**config.mk**
```make
export PLATFORM = sky130hd
export DESIGN_NAME = q_cycle_sequencer
export DESIGN_NICKNAME = d
export VERILOG_FILES = /design/src/rtl/q_cycle_sequencer.sv
export SDC_FILE = /design/constraint.sdc
export NUM_CORES = 1
export LEC_CHECK = 0
export ABC_AREA = 1
export CORE_MARGIN = 4
export CORE_UTILIZATION = 56
export CTS_CLUSTER_DIAMETER = 50
export DETAILED_ROUTE_END_ITERATION = 10
export GPL_ROUTABILITY_DRIVEN = 0
export GPL_TIMING_DRIVEN = 0
export HOLD_SLACK_MARGIN = 0.02
export PLACE_DENSITY_LB_ADDON = 0.2
export SLEW_MARGIN = 20
export SYNTH_ARGS = -nofsm -noshare
export SYNTH_HDL_FRONTEND = slang
export SYNTH_SLANG_ARGS = --single-unit
```
**constraint.sdc**
```tcl
create_clock -name clk -period 3.2 [get_ports clk]
set_input_delay 0.48 -clock clk [delete_from_list [all_inputs] [get_ports clk]]
set_output_delay 0.48 -clock clk [all_outputs]
set_load 0.02 [all_outputs]
```
**src/rtl/q_cycle_sequencer.sv**
```systemverilog
// Four-phase instruction sequencer: Q1..Q4 phase ring, PC, IR load and circular return stack.
// Optional sleep/wake support is compiled in with `define SEQ_SLEEP_EN.
module q_cycle_sequencer #(
  parameter int PCW         = 10,
  parameter int IW          = 8,
  parameter int STACK_DEPTH = 8
) (
  input  logic           clk,
  input  logic           rst_n,
  input  logic           run,
  input  logic [IW-1:0]  prog_data,
  input  logic           jump,
  input  logic           call,
  input  logic           ret,
  input  logic           skip,
  input  logic [PCW-1:0] target,
  input  logic           sleep_req,
  input  logic           wake,
  output logic           clk1,
  output logic           clk2,
  output logic           clk3,
  output logic           clk4,
  output logic [PCW-1:0] prog_addr,
  output logic [IW-1:0]  inst_reg,
  output logic           exec_valid,
  output logic           stk_ovf,
  output logic           stk_unf,
  output logic           asleep
);

  localparam int SPW = $clog2(STACK_DEPTH);
  localparam int CW  = $clog2(STACK_DEPTH + 1);

  localparam logic [3:0] PH_IDLE = 4'b0000;
  localparam logic [3:0] PH_Q1   = 4'b0001;
  localparam logic [3:0] PH_Q2   = 4'b0010;
  localparam logic [3:0] PH_Q3   = 4'b0100;
  localparam logic [3:0] PH_Q4   = 4'b1000;

  localparam logic [CW-1:0] CNT_FULL = CW'(STACK_DEPTH);

  logic [3:0]     r_phase;
  logic [PCW-1:0] r_pc;
  logic [IW-1:0]  r_ir;
  logic           r_ev;
  logic [PCW-1:0] r_stk [STACK_DEPTH];
  logic [SPW-1:0] r_sp;
  logic [CW-1:0]  r_cnt;
  logic           r_ovf;
  logic           r_unf;
  logic           r_asleep;

  logic [3:0]     w_phase_nxt;
  logic           w_adv;
  logic           w_q4;
  logic           w_take_ret;
  logic           w_take_call;
  logic           w_take_jump;
  logic           w_take_skip;
  logic           w_take_sleep;
  logic           w_wake;
  logic           w_flush;
  logic [PCW-1:0] w_pc_inc;
  logic [SPW-1:0] w_sp_dec;
  logic [PCW-1:0] w_pop_data;

`ifdef SEQ_SLEEP_EN
  assign w_adv        = run && !r_asleep;
  assign w_wake       = r_asleep && run && wake;
  assign w_take_sleep = w_q4 && r_ev && !ret && !call && !jump && !skip && sleep_req;
`else
  logic w_unused_sleep;
  assign w_unused_sleep = sleep_req | wake;
  assign w_adv          = run;
  assign w_wake         = 1'b0;
  assign w_take_sleep   = 1'b0;
`endif

  // Requests are honoured only at the Q4 edge of a non-bubble cycle; ret > call > jump > skip.
  assign w_q4        = w_adv && (r_phase == PH_Q4);
  assign w_take_ret  = w_q4 && r_ev && ret;
  assign w_take_call = w_q4 && r_ev && !ret && call;
  assign w_take_jump = w_q4 && r_ev && !ret && !call && jump;
  assign w_take_skip = w_q4 && r_ev && !ret && !call && !jump && skip;
  assign w_flush     = w_take_ret | w_take_call | w_take_jump | w_take_skip;

  assign w_pc_inc   = r_pc + 1'b1;
  assign w_sp_dec   = r_sp - 1'b1;
  assign w_pop_data = r_stk[w_sp_dec];

  always_comb begin
    w_phase_nxt = PH_Q1;
    case (r_phase)
      PH_IDLE: w_phase_nxt = PH_Q1;
      PH_Q1:   w_phase_nxt = PH_Q2;
      PH_Q2:   w_phase_nxt = PH_Q3;
      PH_Q3:   w_phase_nxt = PH_Q4;
      PH_Q4:   w_phase_nxt = PH_Q1;
      default: w_phase_nxt = PH_Q1;
    endcase
  end

  always_ff @(posedge clk) begin
    if (w_take_call) r_stk[r_sp] <= r_pc;
  end

  always_ff @(posedge clk or negedge rst_n) begin
    if (!rst_n) begin
      r_phase  <= PH_IDLE;
      r_pc     <= '0;
      r_ir     <= '0;
      r_ev     <= 1'b0;
      r_sp     <= '0;
      r_cnt    <= '0;
      r_ovf    <= 1'b0;
      r_unf    <= 1'b0;
      r_asleep <= 1'b0;
    end else if (w_wake) begin
      r_phase  <= PH_Q1;
      r_asleep <= 1'b0;
      r_ev     <= 1'b0;
    end else if (w_adv) begin
      r_phase <= w_take_sleep ? PH_IDLE : w_phase_nxt;
      if (w_take_sleep) r_asleep <= 1'b1;
      if (w_q4) begin
        r_ir <= prog_data;
        r_ev <= !w_flush;
        if (w_take_ret)                      r_pc <= w_pop_data;
        else if (w_take_call || w_take_jump) r_pc <= target;
        else                                 r_pc <= w_pc_inc;
      end
      // A full stack keeps its count; the push overwrites the oldest entry.
      if (w_take_call) begin
        r_sp <= r_sp + 1'b1;
        if (r_cnt == CNT_FULL) r_ovf <= 1'b1;
        else                   r_cnt <= r_cnt + 1'b1;
      end else if (w_take_ret) begin
        r_sp <= w_sp_dec;
        if (r_cnt == '0) r_unf <= 1'b1;
        else             r_cnt <= r_cnt - 1'b1;
      end
    end
  end

  // exec_valid=1 means inst_reg holds a real instruction for the whole Q1..Q4 cycle; 0 marks a bubble.
  assign clk1       = r_phase[0];
  assign clk2       = r_phase[1];
  assign clk3       = r_phase[2];
  assign clk4       = r_phase[3];
  assign prog_addr  = r_pc;
  assign inst_reg   = r_ir;
  assign exec_valid = r_ev;
  assign stk_ovf    = r_ovf;
  assign stk_unf    = r_unf;
  assign asleep     = r_asleep;

endmodule

```
## Word level (Yosys, flattened, before mapping)

Memories as Yosys holds them, arrays and structs flattened.
Cells that the tools add are included.

- Bits in writable memories: 80
- Register bits: 32
- Input bits: 27
- Logic and storage cells: 57
- Memories: 1

- Reduce and logical (&&, ||, !) cells: 21
- Bitwise gates (word level): 4
- Add/subtract/negate cells: 5
- Equal/unequal tests: 7
- Muxes and demuxes: 11

Memories:

| name | depth | width | read ports | clocked after Yosys merged registers in | write ports | line | text |
|---|---|---|---|---|---|---|---|
| r_stk | 8 | 10 | 1 | 0 | 1 | 46 | `logic [PCW-1:0] r_stk [STACK_DEPTH];` |

Operators by type and width:

| cell | count |
|---|---|
| $mux W10 | 2 |
| $mux W4 | 4 |
| $pmux W4 S3 | 1 |
| $add A10 B1 Y10 const B | 1 |
| $logic_and A1 B1 Y1 | 9 |
| $eq A4 B4 Y1 const B | 2 |
| $reduce_and A4 Y1 | 2 |
| $mux W3 | 2 |
| $add A4 B1 Y4 const B | 1 |
| $eq A4 B1 Y1 const B | 1 |
| $eq A4 B2 Y1 const B | 1 |
| $eq A4 B3 Y1 const B | 1 |
| $logic_not A1 Y1 | 4 |
| $logic_not A4 Y1 | 1 |
| $ne A2 B2 Y1 const B | 2 |
| $reduce_and A2 Y1 | 2 |
| $sub A4 B1 Y4 const B | 1 |
| $add A3 B1 Y3 const B | 1 |
| $or A1 B1 Y1 | 3 |
| $reduce_and A3 Y1 | 1 |
| $sub A3 B1 Y3 const B | 1 |
| $mux W1 | 2 |
| $reduce_bool A2 Y1 | 1 |
| $logic_or A1 B1 Y1 | 1 |
| $not A1 Y1 | 1 |

## Logic depth before layout (Yosys ltp)

- Depth in word-level cells: 9
- Depth in mapped cells: 13
- Depth with buffers taken out: 12

## Worst setup path after synthesis

OpenSTA, ideal clock, no wires.

- Path type: input to register
- Start point: input port run
- End point: memory r_stk[1][0], enable pin
- Stages: 7
- Path buffers: 1
- Data arrival time: 1960 ps
- Setup slack: 850 ps
- Cells stage by stage: buf_4 -> nand3_2 -> nor2_8 -> nand4_2 -> inv_2 -> nand2_1 -> nor3_1

- Cells in the longest elaborated chain, start to end: 6

Ends and longest elaborated chain:

| what | line | text |
|---|---|---|
| from (decl) | 10 | `input logic run,` |
| $logic_and A1 B1 Y1 | 80 | `assign w_q4 = w_adv && (r_phase == PH_Q4);` |
| $logic_and A1 B1 Y1 (3 in series) | 82 | `assign w_take_call = w_q4 && r_ev && !ret && call;` |
| $mux W1 | 104 | `if (w_take_call) r_stk[r_sp] <= r_pc;` |
| $mux W1 (implied by the code) | 104 |  |
| to (decl) | 46 |  |

No other way between the ends.

## Final worst setup path

- Start point: register r_sp[0]
- End point: register r_pc[8] (netlist: prog_addr[8])

- Cells in the longest elaborated chain, start to end: 3

Ends and longest elaborated chain:

| what | line | text |
|---|---|---|
| from (decl) | 47 | `logic [SPW-1:0] r_sp;` |
| from (signal assigned) | 134 | `r_sp <= r_sp + 1'b1;` |
| from (signal assigned) | 138 | `r_sp <= w_sp_dec;` |
| $sub A3 B1 Y3 | 88 | `assign w_sp_dec = r_sp - 1'b1;` |
| $mem_v2 Z8 W10 | -- |  |
| $mux W10 | 128 | `if (w_take_ret) r_pc <= w_pop_data;` |
| to (signal assigned) | 128 |  |
| to (signal assigned) | 129 | `else if (w_take_call \|\| w_take_jump) r_pc <= target;` |
| to (signal assigned) | 130 | `else r_pc <= w_pc_inc;` |
| to (decl) | 43 | `logic [PCW-1:0] r_pc;` |

No other way between the ends.
A chain may end at the register's enable or synchronous reset.

==> summary.md <==
| Metric | Value |
|---|---|
| #FFs+latches synth | 112 |
| Minimum clock period | 2.98 ns |
| Critical path buffer and inverter count | 5 |
| Synth cell types | 42 |
| Crit Path Max Fanout | 10 |
| CTS Sinks | 112 |
| Required time of the critical path | 3.47 ns |
| Post-synth top cells | edfxtp_1, nand2_1, nor2_1, o21ai_0 |
| Setup-failing EPs final | 0 |
| Share of total power in sequential cells | 0.418 |
| WP data arrival | 3.25 ns |
| DRC violations left | 0 |
| Num rows | 34 |
| Clock root buffer | clkbuf_8 |
| FFs w/ async S/R, synth | 0.286 |
| Final wirelength | 12.0 mm |
| Final net count | 586 |
| Post-Synthesis Net Count | 519 |
| P_int | 0.00306 W |
| CTS tree | built |
| Period utilization | 0.932 |
| Worst setup EP type | flop |
| I/O pins | 53 |
| FF/Latch Area | 3200 sq um |
| Max reg flops | 80 |
| Slowest CP cell | ha_1 |
| Design area | 6000 sq um |
| DRT Pass-1 Iters | 5 |
| Area growth from synthesis to layout | 18.3% |
| Mapped cell area | 5070 sq um |
| Cell taking the most area after synthesis | edfxtp_1 |
| Cells after synthesis | 487 |
| DRT iter0 DRCs | 302 |
| Fraction of layout instances using a drive strength above 1 | 0.111 |
| Crit-path leading delay family | buffers and inverters |
| Clk Latency, worst-skew pair | 0.37 ns |
| Antenna cells | 0 |
| Crit path kind | reg2reg |
| Gate power share | 0.427 |
| Ranking of synthesized cells by area | edfxtp_1, dfrtp_1, nand2_1 |
| Largest stage delay, worst path | 0.49 ns |
| Die Wd | 103 um |
| DPL Wire Length | 8.59 mm |
| Die Height | 103 um |
| Slew @ Worst Pin | 0.895 ns |
| Switching Share | 0.419 |
| Fill count | 668 |
| Mapped Avg Cell Area | 10.4 sq um |
| HP Class | in2async |
| CTS Buf Count | 9 |
| Clock power frac | 0.156 |
| Global-route wire length before repair | 19.4 mm |
| Synth top area share | 0.474 |
| Die area | 10600 sq um |
| Global route total overflow | 0 |
| Multi-input logic area | 1640 sq um |
| Max clock buf depth | 2 |
| Cell with the most instances after synthesis | edfxtp_1 |
| DR vias/cell | 5.71 |
| Leak | 2.33 nW |
| Pwr Total | 0.00527 W |
| Avg WL per Cell | 18.0 um |
| Max VDD drop | 0.387 mV |
| Post-route ant nets | 0 |
| Outcome | finished, final reports clean |
| Post-synth EDFFs | 80 |
| Max_slew headroom | 0.400 |
| GRT Overall Usage | 0.243 |
| Crit path top cell by count | nand2_1 |
| Layout Skew | 0.0124 ns |
| Startpoint types | flop |
| Core box area | 8760 sq um |
| Max-slew violation count | 0 |
| Max-Cap Viols | 0 |
| Pwr Density | 878 nW/um^2 |
| Initial Utilization | 0.579 |
| Leading register cell type out of synthesis | edfxtp_1 |
| RSZ-0062 raised after global routing | no |
| NetSw | 0.00221 W |
| Largest net degree at the start of global routing | 19 |
| Antenna violations before repair | 0 |
| Number of global-route vias before repair | 3817 |
| Peak Freq | 0.335 GHz |
| CP Cell Sequence | clkbuf_2, clkinv_1, buf_4, buf_2, ha_1, clkbuf_2, nor2_1, o21ai_0, o21ai_0, o211ai_1, nand2_1, nand2_1, nand2_1 |
| Final Hold Fails | 0 |
| Sequential-to-total area share from yosys stat | 0.632 |
| Ys Warns | 0 |
| Reg clk slew, reported paths | 0.11 ns |
| # port buffers | 48 |
| Dpl cell area | 5800 sq um |
| Via count | 3811 |
| H-tree lvl count | 3 |
==> area by class of cell <==
class | count | share of cell area
flip-flops and latches | 112 | 0.534
repair buffers | 56 | 0.0932
well taps | 108 | 0.0225
multi-input cells | 313 | 0.273
clock inverters | 5 | 0.00626
inverters | 39 | 0.0246
plain buffers | 23 | 0.0206
clock buffers | 11 | 0.0254
==> power by group through the flow <==
stage	Sequential, W	Clock (W)	Combinational, W
4_1_cts	0.00219	0.000823	0.00223
6_report	0.00220	0.000820	0.00225
5_1_grt	0.00224	0.000878	0.00252
3_5_place_dp	0.00222	0	0.00221
3_3_place_gp	0.00219	0	0.00213
2_1_floorplan	0.00228	0	0.00129
==> placed cells by master (no fill, tap or decap), types with 3 or more instances in the layout <==
cell	Yosys	layout
a21oi_1	4	4
buf_2	4	5
inv_2	4	4
o21ai_0	49	49
clkdlybuf4s50_1	0	47
clkbuf_2	1	5
nor2_1	73	73
o21ai_1	4	4
inv_1	32	32
nor4_1	4	4
a31oi_1	4	4
nor3_2	0	8
ha_1	5	5
o211ai_1	23	23
dfrtp_1	32	32
buf_6	2	3
nand2_1	77	77
nand4_1	3	3
nor3_1	12	4
edfxtp_1	80	80
clkbuf_8	0	9
xnor2_1	3	3
nand3_1	27	27
clkbuf_1	12	9
buf_4	3	9
xor2_1	7	7
==> cells by family (layout without fill, tap and decap cells) <==
logic type      Yosys count  in the layout  synth area share
compound gates           90             90             0.105
other cells               1              1          0.000740
flops                   112            112             0.632
buf+inv                  62            134            0.0526
xor+xnor                 10             10            0.0173
fa+ha+maj                 5              5            0.0123
simple gates            207            207             0.181
==> layer usage <==
| metal | GRT usage | routed length (um) | vias to the layer above |
|---|---|---|---|
| met3 | 0.0589 | 883 | 23 |
| met1 | 0.315 | 4920 | 1795 |
| met2 | 0.404 | 5950 | 176 |
| met4 | 0.0807 | 243 | 0 |
| met5 | 0 | 0 | - |
| li1 | - | - | 1817 |
==> path summary, 6_finish.rpt <==
| check | startpoint | endpoint | slack, ns | depth (start not counted) |
|---|---|---|---|---|
| worst max-delay path | r_sp[0] | prog_addr[8] | 0.22 | 13 |
| worst min-delay path | rst_n | r_cnt[1] | 0.02 | 1 |
| worst max register to register | r_sp[0] | prog_addr[8] | 0.22 | 13 |
| worst min register to register | stk_ovf | stk_ovf | 0.47 | 2 |
| max in group asynchronous | rst_n | prog_addr[6] | 2.75 | 2 |
| min in group clk | run | r_phase[1] | 0.35 | 2 |
==> metrics by stage <==
| step | setup WS [ns] | hold slack, ns | util | cells | setup TNS (ns) |
|---|---|---|---|---|---|
| global placement | -0.0791 | 0.442 | 0.649 | 643 | -0.779 |
| CTS | 0.0325 | 0.0306 | 0.684 | 667 | 0 |
| floorplan | 0.850 | 0.184 | - | 487 | 0 |
| finish | 0.216 | 0.0192 | 0.685 | 667 | 0 |
| global route | 0.0164 | 0.0258 | 0.685 | 667 | 0 |
| detailed placement | 0.0834 | 0.434 | 0.662 | 651 | 0 |
==> what timing repair did <==
action,4_1_cts,5_1_grt
setup buffers,0,0
gates resized for setup,0,8
hold buffers,0,0
setup endpoints to repair,0,6
Power figures use the tool's default switching activity.
